### config.mk
export PLATFORM = sky130hd
export DESIGN_NAME = mem_port_ctrl
export DESIGN_NICKNAME = d
export VERILOG_FILES = /design/src/rtl/mem_port_ctrl.sv
export SDC_FILE = /design/constraint.sdc
export NUM_CORES = 1
export LEC_CHECK = 0
export CAP_MARGIN = 30
export CORE_MARGIN = 1.5
export CORE_UTILIZATION = 33
export CTS_CLUSTER_SIZE = 16
export DETAILED_ROUTE_END_ITERATION = 6
export PLACE_DENSITY_LB_ADDON = 0.12
export SLEW_MARGIN = 15
export SYNTH_ARGS = -nofsm -noshare
export SYNTH_HDL_FRONTEND = slang
export SYNTH_SLANG_ARGS = --single-unit
### constraint.sdc
create_clock -name clk -period 13.4 [get_ports clk]
set_input_delay 2.01 -clock clk [delete_from_list [all_inputs] [get_ports clk]]
set_output_delay 2.01 -clock clk [all_outputs]
set_load 0.02 [all_outputs]
### src/rtl/mem_port_ctrl.sv
// mem_port_ctrl: initiator side of a single-port byte-enable line memory.
// Takes scalar load/store requests, drives the memory port (splitting
// line-crossing accesses into two memory cycles when MEM_PORT_SPLIT_EN is
// defined) and returns extended load data or a store acknowledgement.
// Without MEM_PORT_SPLIT_EN a line-crossing access is answered with rsp_err.
module mem_port_ctrl #(
    parameter int DW = 128,
    parameter int AW = 16,
    localparam int OB = $clog2(DW / 8)
) (
    input  logic               clk,
    input  logic               rst,
    input  logic               req_valid,
    output logic               req_ready,
    input  logic               req_we,
    input  logic [2:0]         req_funct3,
    input  logic [AW+OB-1:0]   req_addr,
    input  logic [31:0]        req_wdata,
    output logic               rsp_valid,
    input  logic               rsp_ready,
    output logic [31:0]        rsp_rdata,
    output logic               rsp_err,
    output logic               mem_en,
    output logic [DW/8-1:0]    mem_we,
    output logic [AW-1:0]      mem_addr,
    output logic [DW-1:0]      mem_din,
    input  logic [DW-1:0]      mem_dout
);

    localparam int NB = DW / 8;

    typedef enum logic [2:0] {
        S_IDLE,
        S_ACC0,
        S_ACC1,
        S_DATA,
        S_RSP
    } state_t;

    state_t            state_q;
    logic [OB-1:0]     off_q;
    logic [1:0]        size_q;
    logic              uns_q;
    logic              we_q;
    logic              split_q;
    logic [DW-1:0]     line0_q;
    logic [NB-1:0]     hi_we_q;
    logic [DW-1:0]     hi_din_q;
    logic              req_ready_q;
    logic              rsp_valid_q;
    logic [31:0]       rsp_rdata_q;
    logic              rsp_err_q;
    logic              mem_en_q;
    logic [NB-1:0]     mem_we_q;
    logic [AW-1:0]     mem_addr_q;
    logic [DW-1:0]     mem_din_q;

    logic [OB-1:0]     req_off;
    logic [AW-1:0]     req_line;
    logic [3:0]        req_mask;
    logic [31:0]       req_wmask;
    logic [2*NB-1:0]   req_be_wide;
    logic [2*DW-1:0]   req_din_wide;
    logic              req_split;

    logic [2*DW-1:0]   rd_wide;
    logic [31:0]       rd_raw;
    logic [31:0]       load_data_d;
    logic [31:0]       rsp_rdata_d;

    assign req_off  = req_addr[OB-1:0];
    assign req_line = req_addr[AW+OB-1:OB];

    // Place the incoming request on a two-line-wide lane map: the low half
    // belongs to line0, the high half to the following line.
    always_comb begin
        // NOTE: every variable gets a default before any branch so the block
        // stays purely combinational (no latch is inferred).
        req_mask = 4'b1111;
        case (req_funct3[1:0])
            2'd0:    req_mask = 4'b0001;
            2'd1:    req_mask = 4'b0011;
            default: req_mask = 4'b1111;
        endcase
        req_wmask    = {{8{req_mask[3]}}, {8{req_mask[2]}}, {8{req_mask[1]}}, {8{req_mask[0]}}} & req_wdata;
        req_be_wide  = {{(2*NB-4){1'b0}}, req_mask} << req_off;
        req_din_wide = {{(2*DW-32){1'b0}}, req_wmask} << {req_off, 3'b000};
        req_split    = |req_be_wide[2*NB-1:NB];
    end

    // Extract and extend the load result from the captured line(s).
    always_comb begin
        rd_wide     = split_q ? {mem_dout, line0_q} : {{DW{1'b0}}, mem_dout};
        rd_raw      = 32'(rd_wide >> {off_q, 3'b000});
        load_data_d = rd_raw;
        case (size_q)
            2'd0:    load_data_d = {{24{~uns_q & rd_raw[7]}}, rd_raw[7:0]};
            2'd1:    load_data_d = {{16{~uns_q & rd_raw[15]}}, rd_raw[15:0]};
            default: load_data_d = rd_raw;
        endcase
        rsp_rdata_d = we_q ? 32'd0 : load_data_d;
    end

    // Request/access/response sequencer with all outputs registered.
    always_ff @(posedge clk or posedge rst) begin
        if (rst) begin
            // NOTE: sequential state uses non-blocking assignments only, so
            // every register samples the pre-edge values of its inputs.
            state_q     <= S_IDLE;
            off_q       <= '0;
            size_q      <= '0;
            uns_q       <= 1'b0;
            we_q        <= 1'b0;
            split_q     <= 1'b0;
            line0_q     <= '0;
            hi_we_q     <= '0;
            hi_din_q    <= '0;
            req_ready_q <= 1'b1;
            rsp_valid_q <= 1'b0;
            rsp_rdata_q <= '0;
            rsp_err_q   <= 1'b0;
            mem_en_q    <= 1'b0;
            mem_we_q    <= '0;
            mem_addr_q  <= '0;
            mem_din_q   <= '0;
        end else begin
            case (state_q)
                S_IDLE: begin
                    if (req_valid && req_ready_q) begin
                        req_ready_q <= 1'b0;
                        off_q       <= req_off;
                        size_q      <= req_funct3[1:0];
                        uns_q       <= req_funct3[2];
                        we_q        <= req_we;
                        split_q     <= req_split;
                        hi_we_q     <= req_we ? req_be_wide[2*NB-1:NB] : '0;
                        hi_din_q    <= req_we ? req_din_wide[2*DW-1:DW] : '0;
                        if (req_funct3[1:0] == 2'd3) begin
                            rsp_valid_q <= 1'b1;
                            rsp_err_q   <= 1'b1;
                            rsp_rdata_q <= '0;
                            state_q     <= S_RSP;
                        end
`ifndef MEM_PORT_SPLIT_EN
                        else if (req_split) begin
                            rsp_valid_q <= 1'b1;
                            rsp_err_q   <= 1'b1;
                            rsp_rdata_q <= '0;
                            state_q     <= S_RSP;
                        end
`endif
                        else begin
                            mem_en_q   <= 1'b1;
                            mem_addr_q <= req_line;
                            mem_we_q   <= req_we ? req_be_wide[NB-1:0] : '0;
                            mem_din_q  <= req_we ? req_din_wide[DW-1:0] : '0;
                            state_q    <= S_ACC0;
                        end
                    end
                end
                S_ACC0: begin
                    if (split_q) begin
                        // Line address wraps naturally at 2^AW.
                        mem_addr_q <= mem_addr_q + 1'b1;
                        mem_we_q   <= hi_we_q;
                        mem_din_q  <= hi_din_q;
                        state_q    <= S_ACC1;
                    end else begin
                        mem_en_q   <= 1'b0;
                        mem_addr_q <= '0;
                        mem_we_q   <= '0;
                        mem_din_q  <= '0;
                        state_q    <= S_DATA;
                    end
                end
                S_ACC1: begin
                    line0_q    <= mem_dout;
                    mem_en_q   <= 1'b0;
                    mem_addr_q <= '0;
                    mem_we_q   <= '0;
                    mem_din_q  <= '0;
                    state_q    <= S_DATA;
                end
                S_DATA: begin
                    rsp_valid_q <= 1'b1;
                    rsp_err_q   <= 1'b0;
                    rsp_rdata_q <= rsp_rdata_d;
                    state_q     <= S_RSP;
                end
                S_RSP: begin
                    if (rsp_ready) begin
                        rsp_valid_q <= 1'b0;
                        rsp_err_q   <= 1'b0;
                        rsp_rdata_q <= '0;
                        req_ready_q <= 1'b1;
                        state_q     <= S_IDLE;
                    end
                end
                default: begin
                    mem_en_q    <= 1'b0;
                    mem_addr_q  <= '0;
                    mem_we_q    <= '0;
                    mem_din_q   <= '0;
                    rsp_valid_q <= 1'b0;
                    req_ready_q <= 1'b1;
                    state_q     <= S_IDLE;
                end
            endcase
        end
    end

    assign req_ready = req_ready_q;
    assign rsp_valid = rsp_valid_q;
    assign rsp_rdata = rsp_rdata_q;
    assign rsp_err   = rsp_err_q;
    assign mem_en    = mem_en_q;
    assign mem_we    = mem_we_q;
    assign mem_addr  = mem_addr_q;
    assign mem_din   = mem_din_q;

endmodule

==> results of run 1 <==
[through the flow]
stage / total power, mW / utilization [%]
after floorplan: 3.386 / -
after global placement: 4.140 / 40.26
after detailed placement: 4.207 / 40.43
after CTS: 5.499 / 42.88
after global routing: 5.781 / 42.98
final: 5.475 / 42.99
[power by group through the flow]
stage / Clock, mW / Sequential, mW / Combinational (mW)
3_5_place_dp: 0 / 1.69 / 2.52
6_report: 1.27 / 1.67 / 2.54
5_1_grt: 1.35 / 1.72 / 2.72
2_1_floorplan: 0 / 1.67 / 1.72
4_1_cts: 1.30 / 1.67 / 2.53
3_3_place_gp: 0 / 1.67 / 2.47
[kinds of logic (layout without fill, tap and decap cells)]
logic type               after synthesis  count (layout)  synth area share [%]
XOR/XNOR                               2               2               0.08348
adder cells (fa/ha/maj)                1               1               0.05961
buffers and inverters                191             524                 4.305
multiplexers                         411             411                 25.79
other                                  0               6                     0
AND/OR/NAND/NOR                      495             495                 9.998
AO/OA/AOI/OAI                        513             513                 16.47
flip-flops                           363             363                 43.29
[metal layers]
layer,vias to the layer above,GRT usage (%)
li1,7985,-
met1,8955,33.94
met2,689,36.09
met3,124,6.244
met4,2,7.185
met5,-,0
[worst min path at each step]
stage	startpoint	to	slack [ns]
floorplan	hi_din_q[16]$_DFFE_PP0P_	hi_din_q[16]$_DFFE_PP0P_	0.45
global placement	mem_din[59]$_DFFE_PP0P_	mem_din[59]$_DFFE_PP0P_	0.46
detailed placement	mem_din[104]$_DFFE_PP0P_	mem_din[104]$_DFFE_PP0P_	0.46
CTS	mem_din[104]$_DFFE_PP0P_	mem_din[104]$_DFFE_PP0P_	0.48
global route	hi_din_q[17]$_DFFE_PP0P_	hi_din_q[17]$_DFFE_PP0P_	0.50
finish	mem_din[104]$_DFFE_PP0P_	mem_din[104]$_DFFE_PP0P_	0.47
[registers in the layout (all words and copies together) (netlist names)]
signal,count
state_q,3
rsp_err,1
mem_addr,16
mem_we,16
mem_din,128
size_q,2
line0_q,128
uns_q,1
hi_din_q,24
split_q,1
hi_we_q,3
rsp_rdata,32
off_q,4
we_q,1
rsp_valid,1
req_ready,1
mem_en,1
[synthesized netlist by cell type, types with 9 or more instances]
| cell type | n |
|---|---|
| inv_1 | 15 |
| a31oi_1 | 11 |
| mux2i_1 | 147 |
| dfrtp_1 | 362 |
| a22oi_1 | 32 |
| mux4_2 | 86 |
| nand2_1 | 290 |
| nor3_1 | 15 |
| o22a_1 | 10 |
| clkbuf_1 | 95 |
| o22ai_1 | 14 |
| o211ai_1 | 11 |
| a21oi_1 | 71 |
| a22o_1 | 27 |
| a211oi_1 | 14 |
| buf_1 | 21 |
| a211o_1 | 15 |
| a32oi_1 | 13 |
| o31ai_1 | 88 |
| nand4_1 | 13 |
| o2bb2ai_1 | 9 |
| buf_2 | 41 |
| nand3_1 | 26 |
| mux2_2 | 178 |
| nor2_1 | 100 |
| a2bb2oi_1 | 17 |
| nor2b_1 | 9 |
| o21ai_0 | 137 |
[cell type report]
class,instances,area (µm²)
fill,6034,35900
multi-input combinational,1422,11050
sequential,363,9096
timing repair buffer,420,4237
clock buffer,70,1363
tap,846,1059
clock inverter,18,182.7
inverter,16,67.56
antenna,6,15.01
[critical path, stage by stage]
cell	delay, ns
clkdlybuf4s50_1	0.46
buf_4	0.41
inv_1	0.35
o21ai_1	0.29
a32oi_1	0.32
a31oi_4	0.25
buf_4	0.56
buf_4	0.83
o21ai_0	0.24
==> run_results.csv, run 1 <==
group,metric,value,unit
run_status,status,"finished, final reports clean",
finish,final_cell_mix,"clkdlybuf4s50_1 (382), dfrtp_1 (357), nand2_1 (290), mux2_2 (178), mux2i_1 (147)",
logic_synthesis,synth-edff-count,0,
die,initial_core_util,33.33,%
pwr,power.share.clock,23.1,%
placed_design,numPortBuffers,383,
logic_synthesis,netlist_area,20990,µm²
detailed_routing,drtPass1Iterations,6,
logic_synthesis,yosysWarnings,0,
logic_synthesis,synthTopCellsByArea,"dfrtp_1 (43%), mux2_2 (9.6%), mux4_2 (9.2%)",
logic_synthesis,synth_seq_cells,363,
global_route,grt_usage,24.06,%
die,core,62970,µm²
logic_synthesis,synth_top_area_share,43.16,%
finish,drive_gt1_share,17.32,%
cts,cts_setup_buffers,0,
detailed_routing,top_layer,"met5",
pwr,ir_drop,0.09750,mV
setup_path,cp_data_required_time,13.84,ns
setup_path,cp.arrival,5.78,ns
logic_synthesis,synth.net_count,2165,
timing,fin_ws,8.056,ns
timing,timing.hold.ws,0.4747,ns
die,die_h,255.2,µm
setup_path,startpoint,"req_addr[0]",
detailed_routing,vias,17760,
logic_synthesis,ys_types,68,
setup_path,crit_path_end,"mem_din[72]$_DFFE_PP0P_",
finish,nets,2459,
detailed_routing,wl_met2,35390,µm
global_route,grt_max_degree,156,
placed_design,post-place-ws,7.522,ns
setup_path,worstSetupEndpointType,"flop",
finish,final_common_cell,"clkdlybuf4s50_1",
placed_design,placed_cells,3065,
cts,cts_hold_buf,0,
cts,cts_buffers,47,
cts,clock_sinks,363,
pwr,share_comb_of_total_power,46.4,%
detailed_routing,ant_nets,0,
cts,clk_pin_slew,0.06,ns
setup_path,worstSetupStartpointType,"primary input",
finish,instances_no_fill,3161,
placed_design,placed_cell_area,25450,µm²
timing,worst_pin_slew,0.9747,ns
detailed_routing,vias_per_cell,5.617,
cts,cts_resized,0,
die,placementRows,92,
placed_design,place_congestion,0.9021,
logic_synthesis,syn_inst,1976,
die,fp.dieW,255.2,µm
setup_path,crit_type,"primary input to flop",
finish,syn_to_final_growth,28.99,%
pwr,p_switching,2.194,mW
global_route,grt_pass1_vias,17630,
timing,period_minus_slack,5.344,ns
placed_design,dpl.hpwl,56380,µm
logic_synthesis,avgSynthCellArea,10.62,µm²
pwr,p_per_area,202.2,nW/µm²
pwr,pwr-share-seq,30.4,%
timing,fmax,0.1871,GHz
setup_path,reg2reg_depth,7,
timing,fin_skew,0.02844,ns
job,cap_violations,0,
global_route,grt_pass1_wl,117200,µm
setup_path,cp_max_fo,103,
detailed_routing,drtIter0Drc,1720,
pwr,p_leak,10.61,nW
detailed_routing,dr_wl_met3,6627,µm
cts,insertion_delay,0.62,ns
timing,final-hold-violation-count,0,
global_route,antenna_found_initial,7,
timing,fin_setup_tns,0,ns
setup_path,r2r-start,"off_q[0]$_DFFE_PP0P_",
min_path,min_path_cells,2,
pwr,cellInternalPower,3.281,mW
setup_path,r2r-end,"rsp_rdata[28]$_DFFE_PP0P_",
logic_synthesis,yosysSeqAreaShare,43.29,%
timing,rsz0062_at_grt,"no",
min_path,hp-class,"flop to flop",
logic_synthesis,yosysTopAreaCell,"dfrtp_1",
cts,cts-root-buf,"clkbuf_16",
cts,cts_tree,"yes",
logic_synthesis,synthArstFlopShare,100.0,%
timing,post-route-period-util,39.88,%
detailed_routing,drc,0,
pwr,swShare,40.08,%
detailed_routing,wl_per_cell,25.15,µm
global_route,grt-ovfl-total,0,
die,ioPinCount,384,
timing,slew_violations,0,
timing,max-slew-margin-rel,35.02,%
timing,setup_viol,0,
detailed_routing,drt-total-wl,79490,µm
die,die_area,65120,µm²
cts,cts.path.max_buffers,3,
detailed_routing,met1_length,35270,µm
logic_synthesis,dominantRegCellSynth,"dfrtp_1",
setup_path,rrSetupSlack,9.54,ns
cts,htreeDepth,2,
finish,final_cell_area,27070,µm²
No activity file was read; power rests on OpenSTA's default activity.
==> inputs of run 2 (changes only) <==
==> constraint.sdc (replaced) <==
create_clock -name clk -period 5.5 [get_ports clk]
set_input_delay 0.825 -clock clk [delete_from_list [all_inputs] [get_ports clk]]
set_output_delay 0.825 -clock clk [all_outputs]
set_load 0.02 [all_outputs]
==> run 2 against run 1 <==
Worst hold slack lost 0.021 ns. Critical endpoint is now rsp_rdata[17]$_DFFE_PP0P_. Non-clock buffer count fell by 2. Routed wire length down 0.30%.
==> run_results.csv, run 2 (synthesis gave the netlist of run 1 again) <==
group,metric,value,unit
detailed_routing,vias,17870,
detailed_routing,vias_per_cell,5.661,
pwr,swShare,40.06,%
pwr,p_per_area,491.9,nW/µm²
die,die_area,65120,µm²
setup_path,r2r-start,"off_q[0]$_DFFE_PP0P_",
setup_path,slowest_delay,0.96,ns
pwr,p_leak,10.59,nW
pwr,power,13.31,mW
cts,clk_pin_slew,0.06,ns
pwr,share_comb_of_total_power,45.9,%
placed_design,placed_cells,3060,
pwr,power.share.clock,23.5,%
pwr,p_switching,5.331,mW
job,cap_violations,0,
setup_path,cp_data_required_time,6.03,ns
timing,timing.hold.ws,0.4537,ns
pwr,cellInternalPower,7.976,mW
finish,final_util,42.96,%
finish,instances_no_fill,3157,
global_route,grt-ovfl-total,0,
setup_path,cp_max_fo,53,
finish,fillerInstances,6038,
global_route,antenna_found_initial,9,
timing,rsz0062_at_grt,"no",
die,initial_core_util,33.33,%
die,die_h,255.2,µm
timing,fin_setup_tns,0,ns
detailed_routing,drt-total-wl,79250,µm
setup_path,cp.arrival,4.29,ns
timing,fin_ws,1.740,ns
detailed_routing,ant_nets,0,
placed_design,placed_cell_area,25420,µm²
timing,final-hold-violation-count,0,
placed_design,place_congestion,0.9113,
setup_path,crit_type,"flop to flop",
global_route,grt_max_degree,165,
run_status,status,"finished, final reports clean",
global_route,grt_pass1_vias,17780,
cts,cts_hold_buf,0,
min_path,hp-class,"primary input to async pin",
finish,syn_to_final_growth,28.90,%
cts,cts_setup_buffers,0,
cts,insertion_delay,0.62,ns
cts,cts-root-buf,"clkbuf_16",
detailed_routing,wl_per_cell,25.10,µm
finish,final_cell_area,27050,µm²
placed_design,dpl.hpwl,56560,µm
cts,cts.path.max_buffers,3,
setup_path,crit_chain,"inv_2, mux4_2, a22oi_1, and4_1, nand3b_1, a22o_1",
die,fp.dieW,255.2,µm
setup_path,worstSetupEndpointType,"flop",
placed_design,numPortBuffers,383,
timing,slew_violations,0,
global_route,grt_pass1_wl,117200,µm
setup_path,cp_slowest_cell,"dfrtp_4",
global_route,grt_usage,24.02,%
die,placementRows,92,
detailed_routing,drc,0,
cts,clock_sinks,363,
detailed_routing,drtPass1Iterations,6,
setup_path,worstSetupStartpointType,"flop",
placed_design,post-place-ws,1.410,ns
die,ioPinCount,384,
timing,period_minus_slack,3.760,ns
detailed_routing,drtIter0Drc,1642,
cts,cts_resized,0,
cts,cts_buffers,47,
setup_path,startpoint,"off_q[0]$_DFFE_PP0P_",
finish,nets,2457,
setup_path,reg2reg_depth,6,
timing,fin_skew,0.05649,ns
pwr,pwr-share-seq,30.6,%
cts,cts_tree,"yes",
finish,drive_gt1_share,17.32,%
timing,fmax,0.2660,GHz
finish,final_common_cell,"clkdlybuf4s50_1",
cts,htreeDepth,2,
die,core,62970,µm²
pwr,ir_drop,0.5785,mV
timing,setup_viol,0,
timing,post-route-period-util,68.36,%
timing,max-slew-margin-rel,40.32,%
timing,worst_pin_slew,0.8951,ns
finish,final_cell_mix,"clkdlybuf4s50_1 (382), dfrtp_1 (357), nand2_1 (290), mux2_2 (178), mux2i_1 (147)",
## run 2: worst max-delay path: cells and delay by family, from the launching register on
family / cells / cell delay, ns
simple gates: 2 / 1.15
flops: 1 / 0.96
mux: 1 / 0.56
compound gates: 2 / 0.49
buf+inv: 1 / 0.46
## run 2: routing by layer
| layer | part of all wire, % | vias to the layer above | wire length, µm | GRT usage, % |
|---|---|---|---|---|
| li1 | - | 7980 | - | - |
| met2 | 45 | 733 | 35840 | 36.13 |
| met5 | 0.049 | - | 39 | 0 |
| met4 | 2.5 | 6 | 1997 | 7.303 |
| met1 | 43 | 9045 | 34040 | 33.17 |
| met3 | 9.3 | 109 | 7333 | 7.170 |
## run 2: layout make-up
type / instances / area [µm²] / share of cell area [%]
tap: 846 / 1059 / 3.913
clock inverter: 22 / 250.2 / 0.9250
inverter: 16 / 63.81 / 0.2359
sequential: 363 / 9096 / 33.62
multi-input combinational: 1422 / 11050 / 40.85
antenna: 7 / 17.52 / 0.06475
timing repair buffer: 418 / 4209 / 15.56
clock buffer: 63 / 1306 / 4.829
## run 2: power by group through the flow
stage	clock network (mW)	logic, mW	registers (mW)
2_1_floorplan	0	4.19	4.06
6_report	3.13	6.10	4.08
4_1_cts	3.22	6.10	4.08
5_1_grt	3.33	6.55	4.20
3_5_place_dp	0	6.08	4.12
3_3_place_gp	0	6.00	4.09
## run 2: final timing paths
path / end / slack (ns)
worst max-delay path: rsp_rdata[17]$_DFFE_PP0P_ / 1.74
worst min-delay path: mem_din[122]$_DFFE_PP0P_ / 0.45
worst max register to register: rsp_rdata[17]$_DFFE_PP0P_ / 1.74
worst min register to register: mem_din[27]$_DFFE_PP0P_ / 0.48
max in group asynchronous: line0_q[104]$_DFFE_PP0P_ / 3.94
min in group clk: mem_din[27]$_DFFE_PP0P_ / 0.48
==> inputs of run 3 (changes only) <==
==> constraint.sdc (replaced) <==
create_clock -name clk -period 3.6 [get_ports clk]
set_input_delay 0.54 -clock clk [delete_from_list [all_inputs] [get_ports clk]]
set_output_delay 0.54 -clock clk [all_outputs]
set_load 0.02 [all_outputs]
==> run 3 against run 2 <==
Setup slack got worse by 1.2 ns. Clock skew decreased by 0.032 ns. Non-clock buffer count increased by 46. Sequential share of layout area decreased by 0.37 points. Combinational power increased by 59%. Routed wire length increased by 5.2%. Critical path depth increased by 1. Core utilization increased by 0.48 points. First-iteration DRC count decreased by 3.2%. Critical endpoint is now rsp_rdata[13]$_DFFE_PP0P_.
==> run_results.csv, run 3 (synthesis gave the netlist of run 1 again) <==
group,metric,value,unit
finish,nets,2502,
timing,fmax,0.3239,GHz
global_route,grt_pass1_vias,18060,
cts,cts_hold_buf,0,
finish,drive_gt1_share,18.83,%
setup_path,cp_max_fo,48,
detailed_routing,vias,18000,
run_status,status,"finished, final reports clean",
placed_design,dpl.hpwl,60820,µm
cts,htreeDepth,2,
detailed_routing,drc,0,
job,cap_violations,0,
finish,instances_no_fill,3194,
detailed_routing,wl_per_cell,26.11,µm
placed_design,place_congestion,0.8945,
cts,cts.path.max_buffers,3,
die,die_h,255.2,µm
cts,clk_pin_slew,0.06,ns
cts,cts_setup_buffers,0,
global_route,grt_usage,25.31,%
timing,rsz0062_at_grt,"no",
die,placementRows,92,
detailed_routing,vias_per_cell,5.634,
die,fp.dieW,255.2,µm
detailed_routing,drtPass1Iterations,5,
setup_path,crit_type,"flop to flop",
setup_path,r2r-start,"split_q$_DFFE_PP0P_",
setup_path,rrSetupSlack,0.51,ns
cts,insertion_delay,0.60,ns
global_route,grt_max_degree,144,
global_route,antenna_found_initial,3,
setup_path,startpoint,"split_q$_DFFE_PP0P_",
setup_path,reg2reg_depth,7,
cts,cts-root-buf,"clkbuf_16",
timing,period_minus_slack,3.088,ns
placed_design,placed_cells,3111,
timing,worst_pin_slew,0.9142,ns
pwr,p_leak,10.79,nW
die,ioPinCount,384,
global_route,grt-ovfl-total,0,
cts,cts_tree,"yes",
setup_path,cp_data_required_time,4.07,ns
cts,cts_buffers,46,
timing,final-hold-violation-count,0,
timing,max-slew-margin-rel,39.05,%
min_path,hp-class,"flop to flop",
finish,final_cell_mix,"clkdlybuf4s50_1 (382), dfrtp_1 (357), nand2_1 (290), mux2_2 (178), mux2i_1 (147)",
pwr,power,20.54,mW
setup_path,worstSetupEndpointType,"flop",
timing,slew_violations,0,
detailed_routing,drtIter0Drc,1589,
pwr,p_per_area,751.0,nW/µm²
timing,post-route-period-util,85.77,%
cts,clock_sinks,363,
finish,final_util,43.44,%
finish,final_common_cell,"clkdlybuf4s50_1",
detailed_routing,ant_nets,0,
detailed_routing,drt-total-wl,83410,µm
finish,fillerInstances,6000,
global_route,grt_pass1_wl,122200,µm
cts,cts_resized,0,
setup_path,cp.arrival,3.56,ns
die,die_area,65120,µm²
timing,setup_viol,0,
timing,fin_skew,0.02434,ns
die,initial_core_util,33.33,%
pwr,ir_drop,0.4896,mV
setup_path,crit_path_end,"rsp_rdata[13]$_DFFE_PP0P_",
setup_path,r2r-end,"rsp_rdata[13]$_DFFE_PP0P_",
die,core,62970,µm²
placed_design,numPortBuffers,383,
finish,syn_to_final_growth,30.35,%
setup_path,worstSetupStartpointType,"flop",
## run 3: power breakdown
group / internal (mW) / total, mW / switching, mW / leakage [nW]
registers: 5.25 / 6.20 / 0.941 / 4.71
clock network: 2.68 / 4.64 / 1.96 / 0.734
logic: 4.36 / 9.71 / 5.35 / 5.34
## run 3: worst min-delay path by stage
stage                                   from                        to  cells past startpoint
floorplan           hi_din_q[16]$_DFFE_PP0P_  hi_din_q[16]$_DFFE_PP0P_                      2
global placement    mem_din[121]$_DFFE_PP0P_  mem_din[121]$_DFFE_PP0P_                      2
detailed placement   mem_din[35]$_DFFE_PP0P_   mem_din[35]$_DFFE_PP0P_                      2
CTS                  mem_din[35]$_DFFE_PP0P_   mem_din[35]$_DFFE_PP0P_                      2
global route         hi_din_q[3]$_DFFE_PP0P_   hi_din_q[3]$_DFFE_PP0P_                      2
finish               mem_din[35]$_DFFE_PP0P_   mem_din[35]$_DFFE_PP0P_                      2
## run 3: per-layer routing
metal	routed length [µm]	part of all wire (%)	track usage (%)	up-vias
met2	38030	46	39.53	677
met5	24	0.029	0	-
met3	6185	7.4	5.512	101
li1	-	-	-	8074
met4	1809	2.2	6.154	4
met1	37360	45	35.64	9139
## run 3: per-stage QoR
stage | hold slack [ns] | setup WS [ns] | setup TNS [ns] | cell area (µm²)
2_1_floorplan | 0.4497 | -1.807 | -654.77 | 20990
3_3_place_gp | 0.4620 | 0.4999 | 0 | 25850
3_5_place_dp | 0.4653 | 0.5155 | 0 | 25860
4_1_cts | 0.4779 | 0.4982 | 0 | 27350
5_1_grt | 0.5067 | 0.3608 | 0 | 27350
6_report | 0.4749 | 0.5123 | 0 | 27360
## run 3: cell type report
cell class	count	area, µm²	share of cell area (%)
Timing Repair Buffer	464	4587	16.77
Multi-Input combinational cell	1422	11050	40.40
Clock buffer	63	1295	4.734
Sequential cell	363	9096	33.25
Tap cell	846	1059	3.870
Antenna cell	1	2.502	0.009148
Inverter	16	63.81	0.2333
Clock inverter	19	201.4	0.7364
## run 3: worst max-delay path, stage by stage (launching register included)
cell and delay (ns):
dfrtp_4 0.95, buf_4 0.31, mux2i_1 0.52, mux2i_1 0.22, mux4_2 0.49, nand2_1 0.08, a21oi_1 0.11, a211o_1 0.23
